`config.mk`:
```
export PLATFORM = sky130hd
export DESIGN_NAME = fb_scanout
export DESIGN_NICKNAME = d
export VERILOG_FILES = /design/src/rtl/fb_scanout.sv
export SDC_FILE = /design/constraint.sdc
export NUM_CORES = 1
export LEC_CHECK = 0
export CAP_MARGIN = 10
export CELL_PAD_IN_SITES_DETAIL_PLACEMENT = 1
export CELL_PAD_IN_SITES_GLOBAL_PLACEMENT = 2
export CORE_MARGIN = 2
export CORE_UTILIZATION = 36
export CTS_CLUSTER_SIZE = 12
export DETAILED_ROUTE_END_ITERATION = 10
export PLACE_DENSITY_LB_ADDON = 0.1
export SETUP_SLACK_MARGIN = 0.5
export SLEW_MARGIN = 40
export SYNTH_ARGS = -nofsm -noshare
export SYNTH_HDL_FRONTEND = slang
export SYNTH_SLANG_ARGS = --single-unit
```
`constraint.sdc`:
```
create_clock -name clk -period 3.65 [get_ports clk]
set_input_delay 0.365 -clock clk [delete_from_list [all_inputs] [get_ports clk]]
set_output_delay 0.365 -clock clk [all_outputs]
set_load 0.01 [all_outputs]
```
`src/rtl/fb_scanout.sv`:
```
// rtl/fb_scanout.sv - packed 1-bpp framebuffer reader streaming one pixel per cycle
// Optional feature macro: FB_SCANOUT_LORES_UPSCALE_EN (lores pixels and lines doubled to 128x64)
module fb_scanout (
    input  logic        clk,
    input  logic        reset,
    input  logic        enable,
    input  logic        hires,
    input  logic [15:0] buf_out,
    output logic [8:0]  buf_addr,
    output logic        buf_enable,
    output logic        pix_valid,
    input  logic        pix_ready,
    output logic        pix_data,
    output logic [6:0]  pix_x,
    output logic [5:0]  pix_y,
    output logic        pix_eol,
    output logic        pix_eof,
    output logic        busy
);

`ifdef FB_SCANOUT_LORES_UPSCALE_EN
    localparam logic UPSCALE = 1'b1;
`else
    localparam logic UPSCALE = 1'b0;
`endif

    typedef enum logic [1:0] {
        S_IDLE = 2'd0,
        S_RUN  = 2'd1,
        S_DONE = 2'd2
    } state_t;

    state_t      r_state;
    state_t      w_state_next;

    // Frame mode, captured only when a frame starts
    logic        r_hires;

    // Fetcher: sequence index counts reads issued this frame
    logic [9:0]  r_fetch_idx;
    logic [8:0]  r_buf_addr;
    logic        r_buf_enable;
    logic        r_rd_pend;

    // Two-entry word FIFO between the read port and the shifter
    logic [15:0] r_fifo [2];
    logic        r_fifo_wr;
    logic        r_fifo_rd;
    logic [1:0]  r_fifo_cnt;

    // Shifter and output coordinates
    logic [15:0] r_shift;
    logic [3:0]  r_bit;
    logic        r_rep;
    logic        r_pix_valid;
    logic [6:0]  r_pix_x;
    logic [5:0]  r_pix_y;

    logic        w_start;
    logic        w_up;
    logic [6:0]  w_x_end;
    logic [5:0]  w_y_end;
    logic        w_at_eol;
    logic        w_at_eof;
    logic        w_accept;
    logic        w_last_slot;
    logic        w_word_done;
    logic        w_frame_end;
    logic        w_need_word;
    logic        w_word_avail;
    logic        w_load;
    logic        w_pop_fifo;
    logic        w_bypass;
    logic        w_push;
    logic [15:0] w_load_word;
    logic [1:0]  w_occ_next;
    logic [9:0]  w_last_idx;
    logic        w_issue;
    logic [8:0]  w_fetch_addr;

    assign w_start      = (r_state == S_IDLE) && enable;
    // Upscaled lores behaves like a 128x64 output frame fed from 4-word lines
    assign w_up         = UPSCALE & ~r_hires;
    assign w_x_end      = (w_up || r_hires) ? 7'd127 : 7'd63;
    assign w_y_end      = (w_up || r_hires) ? 6'd63  : 6'd31;
    assign w_at_eol     = (r_pix_x == w_x_end);
    assign w_at_eof     = w_at_eol && (r_pix_y == w_y_end);
    assign w_accept     = r_pix_valid && pix_ready;

    // A word is finished after its 16th bit (each bit shown twice when upscaling)
    assign w_last_slot  = (r_bit == 4'd15) && (!w_up || r_rep);
    assign w_word_done  = w_accept && w_last_slot;
    assign w_frame_end  = w_accept && w_at_eof;

    // Load a new word when the shifter is empty or just drained, never past the frame end
    assign w_need_word  = (r_state == S_RUN) && (!r_pix_valid || w_word_done) && !w_frame_end;
    assign w_word_avail = (r_fifo_cnt != 2'd0) || r_rd_pend;
    assign w_load       = w_need_word && w_word_avail;
    assign w_pop_fifo   = w_load && (r_fifo_cnt != 2'd0);
    // Returning data goes straight to the shifter when nothing is queued ahead of it
    assign w_bypass     = w_load && (r_fifo_cnt == 2'd0);
    assign w_push       = r_rd_pend && !w_bypass;
    assign w_load_word  = (r_fifo_cnt != 2'd0) ? r_fifo[r_fifo_rd] : buf_out;
    assign w_occ_next   = r_fifo_cnt + {1'b0, w_push} - {1'b0, w_pop_fifo};

    // Buffered plus outstanding words never exceed two, so the FIFO cannot overflow
    assign w_last_idx   = w_up ? 10'd255 : (r_hires ? 10'd511 : 10'd127);
    assign w_issue      = (r_state == S_RUN) && (r_fetch_idx <= w_last_idx)
                        && (({1'b0, w_occ_next} + {2'b00, r_buf_enable}) < 3'd2);
    // Upscaled sequence reads each 4-word line twice: index bit 2 selects the repeat
    assign w_fetch_addr = w_up ? {2'b00, r_fetch_idx[7:3], r_fetch_idx[1:0]} : r_fetch_idx[8:0];

    // State register
    always_ff @(posedge clk) begin
        if (reset) begin
            r_state <= S_IDLE;
        end else begin
            r_state <= w_state_next;
        end
    end

    // Next-state logic: IDLE waits for enable, RUN ends on the accepted eof pixel
    always_comb begin
        w_state_next = r_state;
        case (r_state)
            S_IDLE: if (enable) w_state_next = S_RUN;
            S_RUN:  if (w_frame_end) w_state_next = S_DONE;
            S_DONE: w_state_next = S_IDLE;
            default: w_state_next = S_IDLE;
        endcase
    end

    // Frame mode latch
    always_ff @(posedge clk) begin
        if (reset) begin
            r_hires <= 1'b0;
        end else if (w_start) begin
            r_hires <= hires;
        end
    end

    // Read issue: first read goes out with the frame start, later ones when space allows
    always_ff @(posedge clk) begin
        if (reset) begin
            r_buf_enable <= 1'b0;
            r_buf_addr   <= 9'd0;
            r_fetch_idx  <= 10'd0;
            r_rd_pend    <= 1'b0;
        end else if (w_start) begin
            r_buf_enable <= 1'b1;
            r_buf_addr   <= 9'd0;
            r_fetch_idx  <= 10'd1;
            r_rd_pend    <= 1'b0;
        end else begin
            r_rd_pend <= r_buf_enable;
            if (w_issue) begin
                r_buf_enable <= 1'b1;
                r_buf_addr   <= w_fetch_addr;
                r_fetch_idx  <= r_fetch_idx + 10'd1;
            end else begin
                r_buf_enable <= 1'b0;
            end
        end
    end

    // Word FIFO push/pop
    always_ff @(posedge clk) begin
        if (reset || w_start) begin
            r_fifo[0]  <= 16'd0;
            r_fifo[1]  <= 16'd0;
            r_fifo_wr  <= 1'b0;
            r_fifo_rd  <= 1'b0;
            r_fifo_cnt <= 2'd0;
        end else begin
            if (w_push) begin
                r_fifo[r_fifo_wr] <= buf_out;
                r_fifo_wr         <= ~r_fifo_wr;
            end
            if (w_pop_fifo) begin
                r_fifo_rd <= ~r_fifo_rd;
            end
            r_fifo_cnt <= w_occ_next;
        end
    end

    // Shifter: advance on accept, reload at word end or drop valid if starved
    always_ff @(posedge clk) begin
        if (reset || w_start) begin
            r_shift     <= 16'd0;
            r_bit       <= 4'd0;
            r_rep       <= 1'b0;
            r_pix_valid <= 1'b0;
        end else begin
            if (w_accept) begin
                if (w_up && !r_rep) begin
                    r_rep <= 1'b1;
                end else begin
                    r_shift <= {r_shift[14:0], 1'b0};
                    r_bit   <= r_bit + 4'd1;
                    r_rep   <= 1'b0;
                end
                if (w_last_slot) begin
                    r_pix_valid <= 1'b0;
                end
            end
            if (w_load) begin
                r_shift     <= w_load_word;
                r_bit       <= 4'd0;
                r_rep       <= 1'b0;
                r_pix_valid <= 1'b1;
            end
        end
    end

    // Output coordinates: column wraps at line end and bumps the row
    always_ff @(posedge clk) begin
        if (reset || w_start) begin
            r_pix_x <= 7'd0;
            r_pix_y <= 6'd0;
        end else if (w_accept) begin
            if (w_at_eol) begin
                r_pix_x <= 7'd0;
                r_pix_y <= (r_pix_y == w_y_end) ? 6'd0 : r_pix_y + 6'd1;
            end else begin
                r_pix_x <= r_pix_x + 7'd1;
            end
        end
    end

    assign buf_addr   = r_buf_addr;
    assign buf_enable = r_buf_enable;
    assign pix_valid  = r_pix_valid;
    assign pix_data   = r_shift[15];
    assign pix_x      = r_pix_x;
    assign pix_y      = r_pix_y;
    assign pix_eol    = r_pix_valid && w_at_eol;
    assign pix_eof    = r_pix_valid && w_at_eof;
    assign busy       = (r_state == S_RUN);

endmodule

```
==> impl_metrics.tcl <==
set metrics [dict create \
    status "finished, final reports clean" \
    worstPathRequired_ns 3.93 \
    portBuffers 48 \
    cts.clk_slew.worst_paths_ns 0.06 \
    fp.dieW_um 116 \
    p_seq_frac 0.506 \
    synth_top_area_cell "dfxtp_1" \
    hold_violations 0 \
    nets 536 \
    ys_types 47 \
    grt_max_degree 53 \
    start_util 0.364 \
    power_frac_clock 0.414 \
    crit_fanout 5 \
    fin_setup_tns_ns 0 \
    async_flop_share 0 \
    clock_latency_ns 0.34 \
    hold_ws_ns 0.477 \
    worstPathArrival_ns 3.29 \
    antenna_found_initial 0 \
    power.share.combinational 0.080 \
    die_area_um2 13500 \
    cp-start-kind "flop" \
    p_per_area_nw_per_um2 400 \
    period_minus_slack_ns 3.02 \
    diodes 0 \
    ios 49 \
    area_growth_pct 24.0 \
    ys_top_cells_by_area "dfxtp_1 (28%), edfxtp_1 (21%), mux2i_1 (8.6%), nand2_1 (4.9%), nor3_1 (4.2%)" \
    clock_path_buffers 2 \
    ir_drop_v 0.000182 \
    grt_pass1_vias 3685 \
    rows 41 \
    route.detailed.drc 0 \
    place.gp.congestion 0.762 \
    hpwlAfterDp_mm 7.84 \
    dieHeight_um 116 \
    p_sw_frac 0.232 \
    netlist_area_um2 4540 \
    hold_buffers 0 \
    htreeDepth 3 \
    max_freq_ghz 0.332 \
    core_area_um2 12500 \
    synth-seq-area-share 0.490 \
    yosys_warnings 0 \
    power.leakage_nw 1.92 \
    p_int_w 0.00173 \
    synthFlopType "dfxtp_1" \
    grt_pass1_wl_mm 18.8 \
    worstMarginPinSlew_ns 0.654 \
    vias 3595 \
    via_per_inst 5.26 \
    synthCells 458 \
    grt_use_total 0.181 \
    cts.sinks 95 \
    period_share 0.826 \
    slew_headroom 0.563 \
    rsz0062_at_grt "false" \
    cts_tree "yes" \
    drv_slew 0 \
    p_sw_w 0.000522 \
    setup_viol 0 \
    tritoncts.num_buffers 9 \
    synth-edff-count 32 \
    cts-root-buf "clkbuf_16" \
    syn_nets 487 \
    dr.pass1.iters 4 \
    wl_mm 11.4 \
    crit_type "reg -> reg" \
    clock_skew_ns 0.00497 \
    max_cap_viol_count 0 \
    grt-ovfl-total 0 \
    endpoint_kind "flop" \
    hold_class "reg -> reg" \
    drtIter0Drc 126 \
    wl_per_cell_um 16.7 \
    postRouteAntennaNets 0 \
    synth_top_area_frac 0.278 \
    synth_area_per_cell_um2 9.91 \
    ys_seq_elements 95 \
    drive_gt1_frac 0.149 \
]
## stage by stage
stage	setup WS, ns	total power (W)	instance area (µm²)	utilization	std cells
final	0.634	0.00225	5630	0.451	683
after global routing	0.500	0.00235	5630	0.451	683
after CTS	0.512	0.00228	5540	0.445	678
after detailed placement	0.0558	0.00134	5220	0.419	663
after global placement	0.177	0.00134	5220	0.418	663
after floorplan	0.541	0.00126	4540	-	458
## sequential cells by signal (all words and copies together) (netlist names), named ones only
register	cells
pix_y	6
r_state	2
r_fifo	32
r_shift	16
buf_addr	9
pix_x	7
buf_enable	1
r_bit	4
r_hires	1
r_fifo_wr	1
r_rd_pend	1
r_fetch_idx	10
r_fifo_rd	1
pix_valid	1
r_fifo_cnt	2
## layout make-up
type	count	area, µm²
Inverter	21	78.8
Clock inverter	2	12.5
Tap cell	172	215
Multi-Input combinational cell	312	2170
Clock buffer	13	282
Sequential cell	95	2230
Timing Repair Buffer	68	629
Fill cell	1419	6840
## worst paths after layout
check                           startpoint        endpoint  slack, ns  cells after the start
worst max-delay path              pix_x[1]  r_fetch_idx[8]       0.63                     11
worst min-delay path            r_shift[0]      r_shift[0]       0.48                      2
worst max register to register    pix_x[1]  r_fetch_idx[8]       0.63                     11
worst min register to register  r_shift[0]      r_shift[0]       0.48                      2
## metal layers
metal,vias to the layer above,share of wire,GRT usage
li1,1751,-,-
met4,0,0.015,0.0571
met5,-,0,0
met1,1789,0.48,0.230
met3,14,0.026,0.0405
met2,41,0.48,0.307
## repair_timing
action,in CTS,in global routing
setup endpoints to repair,19,7
pin swaps,1,7
gates resized for setup,11,10
setup buffers,0,5
gates cloned,0,0
## power groups by stage
stage	sequential (W)	clock (W)	combinational [W]
after floorplan	0.00116	0	0.000106
after global placement	0.00116	0	0.000176
after detailed placement	0.00116	0	0.000180
after CTS	0.00114	0.000961	0.000183
after global routing	0.00114	0.00101	0.000201
final	0.00114	0.000931	0.000181
## layout by cell type (no fill, tap or decap), types with 5 or more instances in the layout
cell / n
a21oi_1: 12
buf_4: 20
clkbuf_16: 10
clkdlybuf4s50_1: 47
dfxtp_1: 57
edfxtp_1: 32
ha_1: 6
inv_1: 21
mux2_2: 15
mux2i_1: 39
nand2_1: 58
nand3_1: 7
nand4_1: 8
nor2_1: 14
nor3_1: 38
o211ai_1: 25
o21ai_0: 15
o31ai_1: 5
or3_1: 7
or4_1: 5
xor2_1: 8
## cell families (layout without fill, tap and decap cells)
kind of cell,count (synthesis),in the layout,synth area share
simple gates,165,165,0.184
flops,95,95,0.490
compound gates,72,72,0.105
mux,54,54,0.123
buf+inv,51,104,0.0477
xor+xnor,13,13,0.0281
fa+ha+maj,8,8,0.0221
## synthesized netlist by cell type, drive strengths merged (4+ instances only)
cell and number:
ha 8, or3 8, clkbuf 17, nor3 42
or2 4, xor2 8, or4 6, nor2 15
nand2 59, nand4 9, o211ai 25, xnor2 4
mux2i 39, o31ai 5, nand3 9, mux2 15
inv 21, a21oi 13, o21ai 17, buf 13
dfxtp 63, edfxtp 32
## worst max-delay path, stage by stage (launching register included)
cell and delay, ns:
dfxtp_4 0.37, ha_4 0.16, nand4_4 0.12, or3_4 0.39, o2111a_2 0.30, ha_4 0.26, inv_1 0.03, ha_1 0.17
xnor3_2 0.24, nand4_1 0.21, or4_4 0.57, a21oi_2 0.12
Note: power is estimated with default switching activity, not from simulation.
